`config.mk`:
```
export PLATFORM = sky130hd
export DESIGN_NAME = updown_counter_mod
export DESIGN_NICKNAME = d
export VERILOG_FILES = /design/src/rtl/updown_counter_mod.sv
export SDC_FILE = /design/constraint.sdc
export NUM_CORES = 1
export LEC_CHECK = 0
export ABC_AREA = 0
export BUFFER_PORTS_ARGS = -buffer_cell sky130_fd_sc_hd__buf_2
export CORE_MARGIN = 5
export CORE_UTILIZATION = 40
export DETAILED_ROUTE_END_ITERATION = 7
export MAX_ROUTING_LAYER = met4
export PLACE_DENSITY = 0.72
export SLEW_MARGIN = 10
export SYNTH_ARGS = -nofsm -noshare
export SYNTH_HDL_FRONTEND = slang
export SYNTH_SLANG_ARGS = --single-unit
```
`constraint.sdc`:
```
create_clock -name clk -period 3.9 [get_ports clk]
set_input_delay 0.195 -clock clk [delete_from_list [all_inputs] [get_ports clk]]
set_output_delay 0.195 -clock clk [all_outputs]
set_load 0.1 [all_outputs]
```
`src/rtl/updown_counter_mod.sv`:
```
// updown_counter_mod: modulo up/down counter with step, load, wrap/saturate/one-shot modes
module updown_counter_mod #(
  parameter int WIDTH = 8,
  parameter int MAX_VAL = 2**WIDTH-1
) (
  input  logic             clk,
  input  logic             rst_n,
  input  logic             en,
  input  logic             dir,
  input  logic [WIDTH-1:0] step,
  input  logic [1:0]       mode,
  input  logic             load,
  input  logic [WIDTH-1:0] load_val,
  output logic [WIDTH-1:0] count,
  output logic             tc,
  output logic             wrapped,
  output logic             done
);
  localparam logic [WIDTH:0] MAXW = (WIDTH+1)'(MAX_VAL);
  localparam logic [WIDTH-1:0] MAXC = WIDTH'(MAX_VAL);
  typedef enum logic {RUN, DONE} state_t;
  state_t state;
  logic [WIDTH:0] s_up, up_wrap, dn_sub, dn_wrap, nxt, term;
  logic up_ovf, dn_ovf, sat, one_shot, wrap_evt;
  // one extra bit keeps the sums and the modulus itself representable
  always_comb begin
    s_up = {1'b0, count} + {1'b0, step};
    up_wrap = s_up - (MAXW + 1'b1);
    dn_sub = {1'b0, count} - {1'b0, step};
    dn_wrap = {1'b0, count} + MAXW + 1'b1 - {1'b0, step};
    up_ovf = s_up > MAXW;
    dn_ovf = step > count;
    sat = mode == 2'b01 || mode == 2'b10;
    one_shot = mode == 2'b10;
    nxt = dir ? (up_ovf ? (sat ? MAXW : up_wrap) : s_up)
              : (dn_ovf ? (sat ? '0 : dn_wrap) : dn_sub);
    wrap_evt = !sat && (dir ? up_ovf : dn_ovf);
    term = dir ? MAXW : '0;
  end
  assign tc = dir ? count == MAXC : count == '0;
  always_ff @(posedge clk) begin
    if (!rst_n) begin
      count <= '0;
      wrapped <= 1'b0;
      done <= 1'b0;
      state <= RUN;
    end else if (load) begin
      count <= load_val > MAXC ? MAXC : load_val;
      wrapped <= 1'b0;
      done <= 1'b0;
      state <= RUN;
    end else begin
      wrapped <= 1'b0;
      if (state == RUN && en) begin
        count <= nxt[WIDTH-1:0];
        wrapped <= wrap_evt;
        if (one_shot && nxt == term) begin
          state <= DONE;
          done <= 1'b1;
        end
      end
    end
  end
endmodule
```
# Word-level counts from Yosys, hierarchy flattened
# Cells that the tools add are included.
# op_classes
shift	0
div	0
n_addsub	6
bitwise	3
muxes	11
order_cmp	3
n_reduce_logical	10
eq_ne	4
n_mul	0
# ops
op	n
2-to-1 mux 9 bit	5
2-to-1 mux 8 bit	4
adder 8 x 8 -> 9 bit	1
adder 8 x 8 -> 9 bit, second input constant	1
adder 9 x 1 -> 9 bit, second input constant	1
== test 9 x 8 -> 1 bit	1
greater-than comparator 9 x 8 -> 1 bit, second input constant	1
subtractor 8 x 8 -> 9 bit	1
subtractor 9 x 8 -> 9 bit	1
subtractor 9 bit, second input constant	1
== test 8 bit, second input constant	1
greater-than comparator 8 bit	1
greater-than comparator 8 bit, second input constant	1
logical NOT 8 bit	1
logical AND 1 bit	3
inverter 1 bit	3
OR reduction 3 bit	1
== test 2 x 1 -> 1 bit, second input constant	1
== test 2 bit, second input constant	1
2-to-1 mux 1 bit	2
AND reduction 2 bit	1
nonzero test 2 bit	1
OR reduction 2 bit	1
logical NOT 1 bit	1
logical OR 1 bit	1
# word_totals
input_bits	23
rom_bits	0
memories	0
output_inout_bits	11
ramBits	0
register_bits	10
wordCells	40
latchBits	0

# Longest topological paths before layout
# Gate-level depths: netlist of the first run.
# depth
ltp_word	9
ltp_mapped	10
depth_no_buf	10

# Worst setup path after synthesis of the first run
# OpenSTA, ideal clock, no wires.
# synth_path
path_kind	register -> output
start	reg count[5]
end	out tc
t_required_ps	3705
slack_ps	219
arrival_ps	3486
n_path_buf	0
stages_incl_launch_ff	3
cell_sequence	dfxtp_1 -> nand4_1 -> o31ai_1
# synth_via
elab_chain_len	2
elab_cells_between_ends	3
cone_classes	1 x eq/ne; 1 x mux; 1 x reduce/logical
# synth_lines
element	line_no	source
start, declared	14	output logic [WIDTH-1:0] count,
start signal, assigned	48	count <= load_val > MAXC ? MAXC : load_val;
start signal, assigned	55	count <= nxt[WIDTH-1:0];
== test 8 bit / logical NOT 8 bit (equally long branches)	40	assign tc = dir ? count == MAXC : count == '0;
2-to-1 mux 1 bit (*)	40	
end, declared	15	output logic tc,
# Every way passes the cells marked *; elsewhere a longest branch is shown, timed or not.

# Worst setup path after layout of the first run
# layout_path
start	reg count[5]
end	reg count[2]
# layout_via
elab_chain_len	6
elab_cells_between_ends	8
cone_classes	1 x add/sub; 2 x order compare; 5 x mux
# layout_lines
element	line_no	source
adder 8 x 8 -> 9 bit	27	s_up = {1'b0, count} + {1'b0, step};
greater-than comparator 9 x 8 -> 1 bit	31	up_ovf = s_up > MAXW;
2-to-1 mux 9 bit	35	nxt = dir ? (up_ovf ? (sat ? MAXW : up_wrap) : s_up)
2-to-1 mux 9 bit (*)	35	
2-to-1 mux 8 bit (*)	54	if (state == RUN && en) begin
2-to-1 mux 8 bit (*)	47	end else if (load) begin
# Every way passes the cells marked *; elsewhere a longest branch is shown, timed or not. The select of a mux whose other input is x is not followed.
# A chain may end at the register's enable or synchronous reset.

==> flow_summary.json, run 1 <==
{
  "status": "complete, no violations",
  "swShare_pct": 45.3,
  "finalClockSkew_ps": 6.43,
  "end_kind": "flip-flop",
  "root_buffer": "clkbuf_8",
  "place_hpwl_um": 3100,
  "pwr-share-clk_pct": 23.6,
  "die_w_um": 70.8,
  "wl_per_cell_um": 14.3,
  "setup_viol": 0,
  "yosys_warnings": 0,
  "overflow": 0,
  "drcViolationCount": 0,
  "viasPerCell": 5.66,
  "fin_nets": 267,
  "critPathKind": "flip-flop to flip-flop",
  "finalNonFillerCells": 272,
  "diodes": 0,
  "cts.htree.levels": 1,
  "dr.pass1.iters": 4,
  "min_period_over_period_pct": 67.9,
  "place_ws_ps": 1290,
  "initial_core_util_pct": 40.9,
  "cp_max_fo": 10,
  "drt_wl_total_um": 3890,
  "clk_pin_slew_ps": 50,
  "cts_hold_buf": 0,
  "worstPathArrival_ps": 2820,
  "ys_seq_elements": 10,
  "maxSlewViolCount": 0,
  "grt_pass1_vias": 1405,
  "crit_path_start_kind": "flip-flop",
  "p_leak_nw": 0.758,
  "cts_resized": 0,
  "fin_util_pct": 47.0,
  "cts_tree": "yes",
  "worst-path-buf-inv": 0,
  "grt_pass1_wl_um": 6610,
  "holdCritPathClass": "input pin to flip-flop",
  "fin_tns_setup_ps": 0,
  "ys.flop_type": "dfxtp_1",
  "drive_gt1_share_pct": 18.8,
  "syn_to_final_growth_pct": 14.7,
  "post_cts_buffers": 0,
  "synth_cell_types": 53,
  "ios": 34,
  "p_comb_share_pct": 54.1,
  "dp_cells": 268,
  "ff_latch_area_um2": 200,
  "path_cells": "ha_1 > nor2b_1 > o311a_1 > a211oi_4 > nor3_1 > a2bb2oi_1 > or3_1 > a21oi_2",
  "die_area_um2": 5010,
  "tightest_slew_ps": 692,
  "syn_area_um2": 1480,
  "max_freq_mhz": 378,
  "final_antenna_net_count": 0,
  "drt_iter0_markers": 141,
  "cts_buffer_depth": 2,
  "die_h_um": 70.8,
  "vias": 1540,
  "worst_ep_required_time_ps": 4070,
  "finalWorstSetupSlack_ps": 1250,
  "cts_buffers": 3,
  "rsz0062_at_grt": "false",
  "p_sw_uw": 253,
  "cts.sinks": 10,
  "grtUsageTotal_pct": 16.3,
  "cp_slowest_cell": "dfxtp_1",
  "total_power_uw": 558,
  "fill_cells": 391,
  "core_area_um2": 3610,
  "relSlewSlack_pct": 53.5,
  "cpPeakStageDelay_ps": 490,
  "ir_worst_vdd_mv": 0.247,
  "synth_edf_count": 0,
  "async_reset_ff_share_pct": 0,
  "postSynthCellCount": 199,
  "yosysSeqAreaShare_pct": 13.6,
  "p_int_uw": 305,
  "cap_violations": 0,
  "num_rows": 22,
  "hold_viol": 0,
  "syn_area_per_cell_um2": 7.42,
  "grt_max_degree": 24,
  "crit_family": "compound AO/OA/AOI/OAI gates",
  "io_buffer_count": 33,
  "p_seq_share_pct": 22.2,
  "fin_crit_ps": 2650,
  "p_per_area_nw_per_um2": 329,
  "antenna_found_initial": 0,
  "syn_nets": 241,
  "multi_input_area_um2": 1140,
  "routabilityCongestion": 0.899,
  "clock_latency_ps": 240
}
## sequential cells by signal, summed over array words and instances (netlist names)
name / flops
count: 8
state: 1
wrapped: 1
## power groups by stage
stage,registers (mW),clock network [mW],logic (mW)
6_report,0.124,0.132,0.302
4_1_cts,0.124,0.130,0.301
2_1_floorplan,0.177,0,0.193
5_1_grt,0.126,0.139,0.331
3_5_place_dp,0.126,0,0.299
3_3_place_gp,0.126,0,0.299
## worst paths after layout
path	from	end	cells after the start	slack, ps
worst max-delay path	count[5]$_SDFFE_PN0P_	count[2]$_SDFFE_PN0P_	8	1250
worst min register to register	count[4]$_SDFFE_PN0P_	count[4]$_SDFFE_PN0P_	2	600
worst min-delay path	load_val[6]	count[6]$_SDFFE_PN0P_	3	190
worst max register to register	count[5]$_SDFFE_PN0P_	count[2]$_SDFFE_PN0P_	8	1250
## cell families after synthesis
logic type,after synthesis,synth area share (%)
compound gates,65,31.5
xor+xnor,9,5.34
buf+inv,31,9.07
simple gates,65,23.4
fa+ha+maj,19,17.1
flops,10,13.6
## layout make-up
type / instances / area share (%)
flip-flops and latches: 10 / 11.8
clock buffers: 4 / 3.25
repair buffers: 33 / 9.75
inverters: 19 / 4.21
multi-input cells: 158 / 67.4
well taps: 48 / 3.55
## metrics by stage
step	hold WS [ps]	instance area, µm²
2_1_floorplan	335	1480
3_3_place_gp	435	1640
3_5_place_dp	437	1640
4_1_cts	194	1690
5_1_grt	207	1690
6_report	185	1690
## worst register-to-register path, delay by kind of cell, from the launching register on
family                     cells  cell delay, ps
adders and majority gates      1             410
AOI/OAI and AO/OA              4            1050
DFF                            1             490
and+or+nand+nor                3             630
## cells in the final DEF, fill, tap and decap left out, types with 4 or more instances in the layout
cell type	instances
a21oi_1	13
buf_2	33
clkbuf_8	4
dfxtp_1	10
ha_1	17
inv_1	18
nand2_1	8
nand2b_1	5
nand3_1	7
nor2_1	15
nor2b_1	6
nor3_1	8
nor4_1	4
o21ai_0	12
o31ai_1	5
xnor2_1	7
## layer usage
metal	up-vias	global-route usage [%]	share of wire, %
met5	-	-	0
met4	0	2.30	0.80
met3	2	2.98	5.5
met2	47	26.2	46
met1	707	21.8	48
li1	784	-	-
## synth_stat cells (all sizes together) (6+ instances only)
cell type	number	area, µm²
dfxtp	10	200
nor2b	6	37.5
nand3	7	35.0
o21ai	13	65.1
nor3	9	50.1
a21oi	14	73.8
ha	17	213
inv	19	71.3
clkbuf	8	30.0
xnor2	7	61.3
nand2	8	30.0
nor2	15	56.3
Power figures use the tool's default switching activity.
==> run 2, diff against run 1 <==
==> constraint.sdc (replaced) <==
create_clock -name clk -period 2.47 [get_ports clk]
set_input_delay 0.1235 -clock clk [delete_from_list [all_inputs] [get_ports clk]]
set_output_delay 0.1235 -clock clk [all_outputs]
set_load 0.1 [all_outputs]
==> run 2 against run 1 <==
Net effect: utilization up 4.4 points; sequential share of layout area up 0.48 points; power up 70%; sequential cell count unchanged; largest power group unchanged.
==> flow_summary.json, run 2 (same netlist as run 1, synthesis figures left out) <==
{
  "status": "complete, no violations",
  "fin_nets": 275,
  "min_period_over_period_pct": 96.3,
  "holdCritPathClass": "input pin to flip-flop",
  "initial_core_util_pct": 40.9,
  "ir_worst_vdd_mv": 0.302,
  "wl_per_cell_um": 15.8,
  "viasPerCell": 5.79,
  "cts_buffers": 3,
  "hold_viol": 0,
  "crit_path_start_kind": "flip-flop",
  "tightest_slew_ps": 634,
  "grt_pass1_vias": 1518,
  "cp_max_fo": 10,
  "dr.pass1.iters": 4,
  "num_rows": 22,
  "clk_pin_slew_ps": 60,
  "cp_slowest_cell": "o41ai_1",
  "core_area_um2": 3610,
  "reg_top3": "count x8, state x1, wrapped x1",
  "fin_tns_setup_ps": 0,
  "vias": 1622,
  "die_h_um": 70.8,
  "cts_hold_buf": 0,
  "endpoint": "count[7]$_SDFFE_PN0P_",
  "die_w_um": 70.8,
  "setup_viol": 0,
  "antenna_found_initial": 0,
  "cts.sinks": 10,
  "mostFrequentLayoutCells": "buf_2, inv_1, nor2_1, a21oi_1, ha_1",
  "p_per_area_nw_per_um2": 511,
  "r2r-start": "count[4]$_SDFFE_PN0P_",
  "cts_tree": "yes",
  "ios": 34,
  "path_cells": "ha_2 > o41ai_1 > nor4_1 > a311o_1 > o32ai_1 > o31ai_1",
  "finalClockSkew_ps": 0.562,
  "cts_buffer_depth": 2,
  "syn_to_final_growth_pct": 25.4,
  "relSlewSlack_pct": 57.2,
  "p_leak_nw": 0.808,
  "critPathKind": "flip-flop to flip-flop",
  "final_antenna_net_count": 0,
  "startpoint": "count[4]$_SDFFE_PN0P_",
  "drt_iter0_markers": 172,
  "root_buffer": "clkbuf_8",
  "worstPathArrival_ps": 2500,
  "largest_reg_flops": 8,
  "routabilityCongestion": 0.896,
  "drive_gt1_share_pct": 28.9,
  "r2r-end": "count[7]$_SDFFE_PN0P_",
  "die_area_um2": 5010,
  "io_buffer_count": 33,
  "place_hpwl_um": 3450,
  "cpPeakStageDelay_ps": 660,
  "dpl_cell_area_um2": 1770,
  "diodes": 0,
  "overflow": 0,
  "rsz0062_at_grt": "false",
  "r2r_setup_slack_ps": 90,
  "worst_ep_required_time_ps": 2590,
  "postLayoutCellArea_um2": 1850,
  "grt_max_degree": 24,
  "drt_wl_total_um": 4430,
  "clock_latency_ps": 240,
  "final_common_cell": "buf_2",
  "end_kind": "flip-flop",
  "maxSlewViolCount": 0,
  "regMostFlops": "count",
  "fin_crit_ps": 2380,
  "cts.htree.levels": 1,
  "drcViolationCount": 0,
  "grtUsageTotal_pct": 18.2,
  "grt_pass1_wl_um": 7310,
  "max_freq_mhz": 420,
  "reg2reg_depth": 6,
  "cap_violations": 0
}
-- run 2: cell count changes in the layout (fill, tap and decap cells not counted), sizes merged --
cell  change
buf       +8
-- run 2: power breakdown --
part	total (mW)	leakage, nW	internal (mW)	switching [mW]
clock network	0.218	0.0288	0.141	0.0774
logic	0.531	0.692	0.202	0.329
registers	0.197	0.0872	0.174	0.0233
-- run 2: layer usage --
metal	track usage (%)	routed length, µm	up-vias
met2	29.1	2140	65
met1	23.8	1870	747
met5	-	0	-
met3	2.84	332	10
met4	4.80	86	0
li1	-	-	800
-- run 2: area by class of cell --
type                            instances  area (µm²)
Inverter                               19        71.3
Fill cell                             369        1750
Sequential cell                        10         228
Tap cell                               48        60.1
Timing Repair Buffer                   41         225
Clock buffer                            4        55.1
Multi-Input combinational cell        158        1210
-- run 2: how the worst min path moves through the flow --
stage / start / end / slack [ps] / cells after the start
finish: load_val[5] / count[5]$_SDFFE_PN0P_ / 120 / 3
floorplan: load_val[6] / count[6]$_SDFFE_PN0P_ / 260 / 2
CTS: load_val[5] / count[5]$_SDFFE_PN0P_ / 110 / 3
global route: load_val[5] / count[5]$_SDFFE_PN0P_ / 120 / 3
global placement: load_val[5] / count[5]$_SDFFE_PN0P_ / 360 / 3
detailed placement: load_val[5] / count[5]$_SDFFE_PN0P_ / 360 / 3
-- run 2: per-stage QoR --
stage / hold slack [ps] / setup WS [ps] / power, mW / instances / utilization [%]
global placement: 364 / 65.5 / 0.711 / 275 / 49.1
CTS: 113 / 55.2 / 0.934 / 279 / 50.7
global route: 120 / 0.277 / 1.01 / 280 / 51.4
finish: 116 / 90.3 / 0.947 / 280 / 51.4
detailed placement: 364 / 62.2 / 0.714 / 275 / 49.1
floorplan: 263 / -3.31 / 0.594 / 199 / -
-- run 2: critical path: cells and delay by family (launching register included) --
family,cells,cell delay (ps)
DFF,1,370
and+or+nand+nor,1,100
adders and majority gates,1,340
AOI/OAI and AO/OA,4,1440
-- run 2: repair_timing --
item | in CTS | in global routing
endpoints found under the setup margin | 0 | 5
gates resized for setup | 0 | 4
setup buffers | 0 | 1
